File: config.mk
export PLATFORM = sky130hd
export DESIGN_NAME = stream_mux_flat
export DESIGN_NICKNAME = d
export VERILOG_FILES = /design/src/rtl/stream_mux_pkg.sv /design/src/rtl/stream_mux_if.sv /design/src/rtl/stream_mux_rr_arbiter.sv /design/src/rtl/stream_mux.sv /design/src/flat_wrapper.sv
export SDC_FILE = /design/constraint.sdc
export NUM_CORES = 1
export LEC_CHECK = 0
export ABC_AREA = 1
export CORE_MARGIN = 4
export CORE_UTILIZATION = 43
export CTS_CLUSTER_DIAMETER = 120
export DETAILED_ROUTE_END_ITERATION = 8
export PLACE_DENSITY = 0.85
export SLEW_MARGIN = 20
export SYNTH_ARGS = -nofsm -noshare
export SYNTH_HDL_FRONTEND = slang
export SYNTH_HIERARCHICAL = 1
export SYNTH_SLANG_ARGS = --single-unit
File: constraint.sdc
create_clock -name clk -period 2.7 [get_ports clk]
set_input_delay 0.54 -clock clk [delete_from_list [all_inputs] [get_ports clk]]
set_output_delay 0.54 -clock clk [all_outputs]
set_load 0.02 [all_outputs]
File: src/rtl/stream_mux_pkg.sv
// Shared definitions for stream_mux: grant-mode encodings and the packed-bus slice helper.
// The slice macro lives beside the package so every file that imports the package can use it.
`ifndef STREAM_MUX_SLICE_DEFINED
`define STREAM_MUX_SLICE_DEFINED
`define SM_SLICE(bus, idx, w) bus[(idx)*(w) +: (w)]
`endif

package stream_mux_pkg;

    localparam logic MODE_SEL = 1'b0;
    localparam logic MODE_RR  = 1'b1;

endpackage

File: src/rtl/stream_mux_if.sv
// Handshake bundle for stream_mux: N packed input channels, one registered output channel.
interface stream_mux_if #(
    parameter int WIDTH = 32,
    parameter int N     = 4,
    parameter int SEL_W = $clog2(N)
);
    import stream_mux_pkg::*;

    logic [N*WIDTH-1:0] in_data;
    logic [N-1:0]       in_valid;
    logic [N-1:0]       in_ready;
    logic [SEL_W-1:0]   sel;
    logic               mode;
    logic [WIDTH-1:0]   out_data;
    logic [SEL_W-1:0]   out_src;
    logic               out_valid;
    logic               out_ready;
    logic               sel_err;

    modport slave (
        input  in_data, in_valid, sel, mode, out_ready,
        output in_ready, out_data, out_src, out_valid, sel_err
    );

    modport master (
        output in_data, in_valid, sel, mode, out_ready,
        input  in_ready, out_data, out_src, out_valid, sel_err
    );

endinterface

File: src/rtl/stream_mux_rr_arbiter.sv
// Combinational round-robin arbiter: first requesting channel at or after ptr, wrapping modulo N.
module rr_arbiter
    import stream_mux_pkg::*;
#(
    parameter int N     = 4,
    parameter int SEL_W = $clog2(N)
) (
    input  logic [N-1:0]     i_req,
    input  logic [SEL_W-1:0] i_ptr,
    output logic [SEL_W-1:0] o_grant,
    output logic             o_grant_vld
);

    always_comb begin
        int idx;
        idx         = 0;
        o_grant     = '0;
        o_grant_vld = 1'b0;
        for (int k = 0; k < N; k++) begin
            // Explicit wrap keeps the search correct when N is not a power of two.
            idx = int'(i_ptr) + k;
            if (idx >= N) begin
                idx = idx - N;
            end
            if (!o_grant_vld && i_req[idx]) begin
                o_grant     = SEL_W'(idx);
                o_grant_vld = 1'b1;
            end
        end
    end

endmodule

File: src/rtl/stream_mux.sv
// N-to-1 registered stream multiplexer with select-directed or round-robin grant.
// Output register plus one skid register form a 2-entry FIFO so in_ready never depends on out_ready.
module stream_mux
    import stream_mux_pkg::*;
#(
    parameter int WIDTH = 32,
    parameter int N     = 4
) (
    input logic         clk,
    input logic         rst,
    stream_mux_if.slave bus
);

    localparam int SEL_W = $clog2(N);

    logic [SEL_W-1:0] w_rr_grant;
    logic             w_rr_vld;
    logic [SEL_W-1:0] w_grant;
    logic             w_grant_vld;
    logic             w_sel_ok;
    logic             w_space;
    logic [N-1:0]     w_ready;
    logic             w_push;
    logic             w_pop;
    logic [WIDTH-1:0] w_in_slice;

    logic [SEL_W-1:0] r_rr_ptr;
    logic             r_sel_err;
    logic [WIDTH-1:0] r_skid_data_p0;
    logic [SEL_W-1:0] r_skid_src_p0;
    logic             r_skid_vld_p0;
    logic [WIDTH-1:0] r_out_data_p1;
    logic [SEL_W-1:0] r_out_src_p1;
    logic             r_vld_p1;

    rr_arbiter #(
        .N     (N),
        .SEL_W (SEL_W)
    ) u_rr_arbiter (
        .i_req       (bus.in_valid),
        .i_ptr       (r_rr_ptr),
        .o_grant     (w_rr_grant),
        .o_grant_vld (w_rr_vld)
    );

    assign w_sel_ok = 32'(bus.sel) < N;

    always_comb begin
        w_grant     = bus.sel;
        w_grant_vld = w_sel_ok;
        if (bus.mode == MODE_RR) begin
            w_grant     = w_rr_grant;
            w_grant_vld = w_rr_vld;
        end
    end

    // Room for a new beat whenever the skid register is empty (count < 2).
    assign w_space = !r_skid_vld_p0;

    always_comb begin
        w_ready = '0;
        if (!rst && w_space && w_grant_vld) begin
            w_ready[w_grant] = 1'b1;
        end
    end

    assign w_push     = |(w_ready & bus.in_valid);
    assign w_pop      = r_vld_p1 && bus.out_ready;
    assign w_in_slice = `SM_SLICE(bus.in_data, w_grant, WIDTH);

    always_ff @(posedge clk or posedge rst) begin
        if (rst) begin
            r_rr_ptr  <= '0;
            r_sel_err <= 1'b0;
        end else begin
            if (w_push && bus.mode == MODE_RR) begin
                r_rr_ptr <= (32'(w_grant) == N - 1) ? '0 : w_grant + 1'b1;
            end
            if (bus.mode == MODE_SEL && !w_sel_ok) begin
                r_sel_err <= 1'b1;
            end
        end
    end

    // p0 = skid stage, p1 = output stage; the output register always holds the oldest entry.
    always_ff @(posedge clk or posedge rst) begin
        if (rst) begin
            r_skid_data_p0 <= '0;
            r_skid_src_p0  <= '0;
            r_skid_vld_p0  <= 1'b0;
            r_out_data_p1  <= '0;
            r_out_src_p1   <= '0;
            r_vld_p1       <= 1'b0;
        end else if (w_pop) begin
            if (r_skid_vld_p0) begin
                r_out_data_p1 <= r_skid_data_p0;
                r_out_src_p1  <= r_skid_src_p0;
                r_skid_vld_p0 <= 1'b0;
            end else if (w_push) begin
                r_out_data_p1 <= w_in_slice;
                r_out_src_p1  <= w_grant;
            end else begin
                r_vld_p1 <= 1'b0;
            end
        end else if (w_push) begin
            if (r_vld_p1) begin
                r_skid_data_p0 <= w_in_slice;
                r_skid_src_p0  <= w_grant;
                r_skid_vld_p0  <= 1'b1;
            end else begin
                r_out_data_p1 <= w_in_slice;
                r_out_src_p1  <= w_grant;
                r_vld_p1      <= 1'b1;
            end
        end
    end

    assign bus.in_ready  = w_ready;
    assign bus.out_data  = r_out_data_p1;
    assign bus.out_src   = r_out_src_p1;
    assign bus.out_valid = r_vld_p1;
    assign bus.sel_err   = r_sel_err;

endmodule

File: src/flat_wrapper.sv
// flat-port wrapper written by rule: the top's interface ports become plain ports
module stream_mux_flat import stream_mux_pkg::*;
#(
    parameter int WIDTH = 32,
    parameter int N     = 4
)
  (clk, rst, bus_in_data, bus_in_valid, bus_sel, bus_mode, bus_out_ready, bus_in_ready, bus_out_data, bus_out_src, bus_out_valid, bus_sel_err);
  stream_mux_if #(.WIDTH(WIDTH), .N(N), .SEL_W(2)) bus_i ();
  input logic clk;
  input logic rst;
  input wire logic [$bits(bus_i.in_data)-1:0] bus_in_data;
  input wire logic [$bits(bus_i.in_valid)-1:0] bus_in_valid;
  input wire logic [$bits(bus_i.sel)-1:0] bus_sel;
  input wire logic [$bits(bus_i.mode)-1:0] bus_mode;
  input wire logic [$bits(bus_i.out_ready)-1:0] bus_out_ready;
  output wire logic [$bits(bus_i.in_ready)-1:0] bus_in_ready;
  output wire logic [$bits(bus_i.out_data)-1:0] bus_out_data;
  output wire logic [$bits(bus_i.out_src)-1:0] bus_out_src;
  output wire logic [$bits(bus_i.out_valid)-1:0] bus_out_valid;
  output wire logic [$bits(bus_i.sel_err)-1:0] bus_sel_err;
  assign bus_i.in_data = bus_in_data;
  assign bus_i.in_valid = bus_in_valid;
  assign bus_i.sel = bus_sel;
  assign bus_i.mode = bus_mode;
  assign bus_i.out_ready = bus_out_ready;
  assign bus_in_ready = bus_i.in_ready;
  assign bus_out_data = bus_i.out_data;
  assign bus_out_src = bus_i.out_src;
  assign bus_out_valid = bus_i.out_valid;
  assign bus_sel_err = bus_i.sel_err;
  stream_mux #(.WIDTH(WIDTH), .N(N)) u_core (.clk(clk), .rst(rst), .bus(bus_i));
endmodule
==> reports/results.txt, run 1 <==
WP data required = 2.16 ns
Startpoint types = register
Initial DRC count = 649
Critical path class = reg2out
Syn avg cell area = 6.127 um^2
Peak VDD IR = 0.8660 mV
Switching pwr = 4.258 mW
Via Count = 6602
Share of cells above drive strength 1 = 19.14%
CP arrival = 2.27 ns
Clock-pin slew on the worst setup and hold paths = 0.06 ns
Placed insts = 1263
Worst hold start = u_core/r_skid_data_p0[12]$_DFFE_PP0P_
Initial antenna violation count = 0
DR pass1 iterations = 5
R2r endpoint = u_core/bus.out_data[2]$_DFFE_PP0P_
Layout Nets = 1255
Slew @ Worst Pin = 0.6869 ns
Die ar. = 15200 um^2
Synth Register Bits = 72
FILL cells = 1077
IO Count = 178
CP max stage cell = dfrtp_2
Sequential area share after synthesis = 31.52%
Status = complete, but fails checks
Synth cell types = 27
Total CTS buffers = 9
Slew HR = 54.21%
Int Pwr = 4.683 mW
Setup ws final = -0.1062 ns
CTS sink count = 72
P per Cell Area = 1031 nW/um^2
Yosys warns = 6
H-tree lvl count = 3
TritonCTS clock tree = yes
Longest Clk Path Bufs = 2
IO buf count = 176
Starting density of the core = 44.58%
Switching Fraction = 47.62%
Placed Area = 7797 um^2
CP top delay family = simple AND/OR/NAND/NOR gates
Worst reg2reg setup slack = -0.04 ns
Area Growth Syn to Fin = 51.67%
Setup Skew = 0.008573 ns
Fin crit period = 2.806 ns
Buf+Inv Stages, Crit Path = 4
Hold crit path type = reg2reg
Hold Vio Cnt, Final = 0
FF-to-FF path depth = 24
Design area = 8671 um^2
Max incr delay on CP = 0.47 ns
Post-DR wirelength/cell = 14.85 um
Final ANT Viol Nets = 0
Logic pwr share = 65.2%
Global-route wire length before repair = 28900 um
CP most frequent cell = nand2_2
GPL Wtd Cong = 0.9035
Final Total Pwr = 8.941 mW
Antenna cells = 0
Max-cap violations = 0
Failing checks = negative setup slack
Final period util = 103.9%
Syn Inst Count = 933
Setup crit end = bus_in_ready[2]
Syn nets = 1075
Final instance count without filler cells = 1290
Die X = 123.3 um
Clock share of power = 12.7%
Worst-path cell chain = buf_6 > nand2_2 > nand2_2 > nand2_2 > nand2_2 > nor2_4 > nand3_1 > nand3_1 > nand2_2 > nand2_4 > buf_6 > ha_4 > inv_2 > nor2_1 > buf_4
Routed WL = 19150 um
FF-to-FF Start = u_core/r_rr_ptr[0]$_DFFE_PP0P_
Gr usage total = 23.45%
Worst-skew pair later-pin latency = 0.33 ns
Die Y-Extent = 123.3 um
Pleak = 4.780 nW
Critical path peak fanout = 6
FMAX = 0.3564 GHz
Util after Layout = 67.61%
Grt total ovfl = 0
# hold bufs at CTS = 0
DP HPWL = 12820 um
Row count = 41
Largest net degree at the start of global routing = 70
Hold Slack = 0.4644 ns
Setup crit end kind = output port
Vias in the first global route = 6042
Reg power frac = 22.1%
Mapped Area = 5717 um^2
Root Driver = clkbuf_16
CORE AREA = 12820 um^2
# DRC = 0
Total negative slack = -0.7783 ns
Number of setup violations in the final report = 31
DP Worst Slack = -0.8062 ns
Vias/cell = 5.118
Fin. max-slew vios = 0
RSZ-0062 raised after global routing = true
Crit path from = u_core/r_rr_ptr[0]$_DFFE_PP0P_
Critical path depth = 15
==> worst register-to-register path, stage by stage, from the launching register on <==
cell and delay, ns:
dfrtp_2 0.47, buf_6 0.17, nand2_2 0.07, nand2_2 0.06, nand2_2 0.08, nand2_2 0.08
nor2_4 0.13, nand3_2 0.07, nand2_1 0.06, nand2_1 0.05, inv_2 0.08, nand2_4 0.07
nand2_8 0.10, inv_8 0.05, ha_4 0.15, inv_2 0.06, nor2_4 0.04, nand2_2 0.10
nand2_2 0.07, nor2_4 0.18, nand2_8 0.12, nand2_8 0.16, clkbuf_16 0.18, nand2_2 0.05
nand2_1 0.06
==> synthesized netlist by cell type <==
master    instances  area, um^2
nand2_2          15       93.84
buf_6             4       45.04
a21oi_1           3       15.01
nand4_2           1       12.51
buf_4             6       45.04
o21ai_1           1       5.000
nand3_2           3       30.03
nor2_4            2       22.52
clkinv_1          1       3.750
nand4_1           3       18.77
or2_2            32       200.2
nand3_1         263        1316
nand3b_1          1       7.510
dfrtp_1          72        1802
inv_1           179       671.9
buf_1             3       11.26
a21boi_0          1       7.510
nor2_2            4       25.02
o21ai_0           3       15.01
nand2_1         272        1021
conb_1            1       3.750
ha_1              4       50.05
buf_2            28       140.1
inv_2             4       15.01
nand2_4           5       56.30
nor2_1            7       26.28
clkbuf_1         15       56.30
==> worst min path at each step <==
stage                     depth (start not counted)                                    end  slack, ns
after floorplan                                   2   u_core/r_skid_data_p0[0]$_DFFE_PP0P_       0.43
after global placement                            2  u_core/r_skid_data_p0[13]$_DFFE_PP0P_       0.45
after detailed placement                          2  u_core/r_skid_data_p0[13]$_DFFE_PP0P_       0.45
after CTS                                         2  u_core/r_skid_data_p0[17]$_DFFE_PP0P_       0.47
after global routing                              2  u_core/r_skid_data_p0[16]$_DFFE_PP0P_       0.48
final                                             2  u_core/r_skid_data_p0[12]$_DFFE_PP0P_       0.46
==> repair_timing <==
item                                    4_1_cts  5_1_grt
resized for setup                            44      107
setup buffers                                 3        4
pin swaps                                    14       45
endpoints found under the setup margin       75       75
hold endpoints to repair                      0        0
cloned                                        0        4
==> state kept, by name, summed over array words and instances (netlist names) <==
register               cells
u_core/bus.out_data       32
u_core/r_skid_data_p0     32
u_core/bus.out_src         2
u_core/r_rr_ptr            2
u_core/r_skid_src_p0       2
u_core/bus.out_valid       1
u_core/r_skid_vld_p0       1
==> cells by family after synthesis <==
family          after synthesis  share of synthesized area (%)
buf+inv                     240                          17.29
simple gates                608                          49.51
fa+ha+maj                     4                         0.8755
other cells                   1                        0.06560
compound gates                8                         0.7440
flops                        72                          31.52
==> metal layers <==
metal	up-vias	wire, um	global-route usage, %
met3	32	1454	4.346
li1	3221	-	-
met1	3040	7677	31.16
met5	-	0	0
met4	0	291	6.990
met2	309	9729	38.94
==> layout make-up <==
cell class / instances / area (um^2) / share of cell area (%)
Clock buffer: 9 / 225.2 / 2.597
Sequential cell: 72 / 1803 / 20.79
Inverter: 184 / 706.9 / 8.153
Tap cell: 172 / 215.2 / 2.482
Clock inverter: 7 / 60.06 / 0.6926
Multi-Input combinational cell: 621 / 3328 / 38.38
Timing Repair Buffer: 225 / 2332 / 26.90
==> power groups by stage <==
stage                     clock network, mW  registers [mW]  logic [mW]
after floorplan                           0            2.14        2.92
after global placement                    0            1.87        4.82
after detailed placement                  0            1.89        4.92
after CTS                              1.16            1.88        5.04
after global routing                   1.21            2.04        6.35
final                                  1.14            1.98        5.83
==> layout by cell type (no fill, tap or decap), types with 2 or more instances in the layout <==
cell / instances
inv_6: 3
inv_8: 2
a21oi_1: 3
or2_2: 32
clkinvlp_4: 3
nand3_1: 258
nand2_1: 213
ha_4: 4
buf_12: 8
nand2_2: 51
dlygate4sd2_1: 4
nand2_4: 25
nor2_2: 4
nor2_4: 4
nand3_4: 3
inv_1: 171
inv_2: 8
nand2_8: 3
dfrtp_1: 71
buf_4: 30
clkdlybuf4s50_1: 168
o21ai_0: 3
nor2_1: 5
clkbuf_16: 13
nand3_2: 5
buf_6: 9
nand4_1: 3
Note: power is estimated with default switching activity, not from simulation.
==> inputs of run 2 (changes only) <==
ABC_CLOCK_PERIOD_IN_PS = 2700   (was default)
PLACE_DENSITY = 0.78   (was 0.85)
==> reports/results.txt, run 2 (same netlist as run 1, synthesis figures left out) <==
Layout Nets = 1262
Failing checks = negative setup slack
R2r endpoint = u_core/bus.out_data[14]$_DFFE_PP0P_
Worst-path cell chain = buf_12 > nand2_2 > nand3_2 > nand2_4 > nor2_4 > buf_6 > nand4_1 > nand3_2 > nand2_2 > nand2_4 > inv_4 > ha_4 > inv_4 > nor2_4 > buf_6
CTS sink count = 72
Max incr delay on CP = 0.45 ns
Post-DR wirelength/cell = 14.31 um
Final period util = 103.6%
Initial DRC count = 503
Slew @ Worst Pin = 0.6552 ns
Hold Vio Cnt, Final = 0
Starting density of the core = 44.58%
Hold Slack = 0.4618 ns
Grt total ovfl = 0
H-tree lvl count = 3
Status = complete, but fails checks
DP HPWL = 12680 um
P per Cell Area = 1002 nW/um^2
Setup ws final = -0.09791 ns
Final ANT Viol Nets = 0
DP Worst Slack = -0.8485 ns
Root Driver = clkbuf_16
Die X = 123.3 um
IO buf count = 176
Routed WL = 18570 um
GPL Wtd Cong = 0.8422
Initial antenna violation count = 0
Most common cell after layout, fill and taps aside = nand3_1
Fin. max-slew vios = 0
Startpoint types = register
Global-route wire length before repair = 28600 um
Fin crit period = 2.798 ns
Gr usage total = 23.40%
Most frequent cells in the layout = nand3_1 (262), nand2_1 (246), inv_1 (170)
Critical path class = reg2out
Hold-critical path endpoint = u_core/r_skid_data_p0[10]$_DFFE_PP0P_
Switching Fraction = 46.70%
Vias in the first global route = 5945
RSZ-0062 raised after global routing = true
Hold crit path type = reg2reg
DR pass1 iterations = 5
Final Total Pwr = 8.583 mW
Die Y-Extent = 123.3 um
Clock share of power = 13.2%
Max-cap violations = 0
Row count = 41
Largest net degree at the start of global routing = 65
CORE AREA = 12820 um^2
# DRC = 0
Hold depth = 2
Int Pwr = 4.574 mW
Slew HR = 56.32%
CP arrival = 2.26 ns
Total CTS buffers = 9
Worst reg2reg setup slack = -0.09 ns
TritonCTS clock tree = yes
FF-to-FF path depth = 24
Design area = 8564 um^2
Number of setup violations in the final report = 73
FILL cells = 1149
Die ar. = 15200 um^2
Setup crit end kind = output port
FF-to-FF Start = u_core/r_rr_ptr[0]$_DFFE_PP0P_
Worst hold start = u_core/r_skid_data_p0[10]$_DFFE_PP0P_
Longest Clk Path Bufs = 2
Pleak = 4.799 nW
Setup Skew = 0.01211 ns
Vias/cell = 4.901
CP max stage cell = dfrtp_2
Antenna cells = 0
Worst-skew pair later-pin latency = 0.33 ns
Share of cells above drive strength 1 = 16.62%
Switching pwr = 4.009 mW
Via Count = 6356
WP data required = 2.16 ns
Placed Area = 7853 um^2
Clock-pin slew on the worst setup and hold paths = 0.06 ns
IO Count = 178
Reg power frac = 22.3%
# hold bufs at CTS = 0
Logic pwr share = 64.4%
Critical path peak fanout = 8
Area Growth Syn to Fin = 49.81%
Peak VDD IR = 0.6018 mV
FMAX = 0.3574 GHz
run 2: cell count changes in the layout (fill, tap and decap cells not counted), sizes merged:
| cell | delta |
|---|---|
| clkinv | +1 |
| clkinvlp | -1 |
| clkbuf | -1 |
| buf | +8 |
run 2: routing by layer:
metal	vias up	share of wire, %	GRT usage [%]
met5	-	0	0
met4	0	1.4	6.090
met3	22	6.8	4.209
met2	230	49	38.84
met1	2858	43	31.56
li1	3246	-	-
run 2: critical path: cells and delay by family (launching register included):
family	cells	cell delay, ns
fa+ha+maj	1	0.14
buf+inv	5	0.53
flops	1	0.45
simple gates	9	0.81
run 2: final cells by class:
class / count / area (um^2) / share of cell area [%]
clock buffers: 9 / 225.2 / 2.630
clock inverters: 7 / 61.31 / 0.7159
well taps: 172 / 215.2 / 2.513
repair buffers: 232 / 2396 / 27.98
flip-flops and latches: 72 / 1804 / 21.07
inverters: 184 / 711.9 / 8.313
multi-input cells: 621 / 3151 / 36.79
run 2: power by group through the flow:
| stage | clock, mW | combinational [mW] | sequential (mW) |
|---|---|---|---|
| after global routing | 1.22 | 6.11 | 1.98 |
| after global placement | 0 | 4.85 | 1.89 |
| after floorplan | 0 | 2.92 | 2.14 |
| after CTS | 1.15 | 5.13 | 1.90 |
| final | 1.14 | 5.53 | 1.92 |
| after detailed placement | 0 | 4.92 | 1.91 |
run 2: how the worst max path moves through the flow:
stage	slack, ns	start	end
6_report	-0.1	u_core/r_rr_ptr[0]$_DFFE_PP0P_	bus_in_ready[0]
5_1_grt	-0.26	u_core/r_rr_ptr[0]$_DFFE_PP0P_	u_core/bus.out_data[24]$_DFFE_PP0P_
4_1_cts	-0.03	u_core/r_rr_ptr[0]$_DFFE_PP0P_	bus_in_ready[0]
3_5_place_dp	-0.85	bus_in_valid[1]	bus_in_ready[2]
3_3_place_gp	-0.77	bus_in_valid[3]	bus_in_ready[0]
2_1_floorplan	0.008	bus_in_valid[3]	u_core/bus.out_data[0]$_DFFE_PP0P_
run 2: repair_timing:
| action | CTS | global route |
|---|---|---|
| endpoints found under the setup margin | 76 | 75 |
| cloned | 0 | 4 |
| buffers inserted | 8 | 2 |
| resized for setup | 57 | 46 |
| endpoints found under the hold margin | 0 | 0 |
| pin swaps | 16 | 22 |
run 2: per-stage QoR:
step           util (%)  TNS (ns)  std cells
3_5_place_dp      61.23    -48.04       1267
4_1_cts           64.73   -0.1117       1291
6_report          66.78    -4.163       1297
3_3_place_gp      61.23    -43.33       1267
5_1_grt           66.78    -16.46       1297
2_1_floorplan         -         0        933
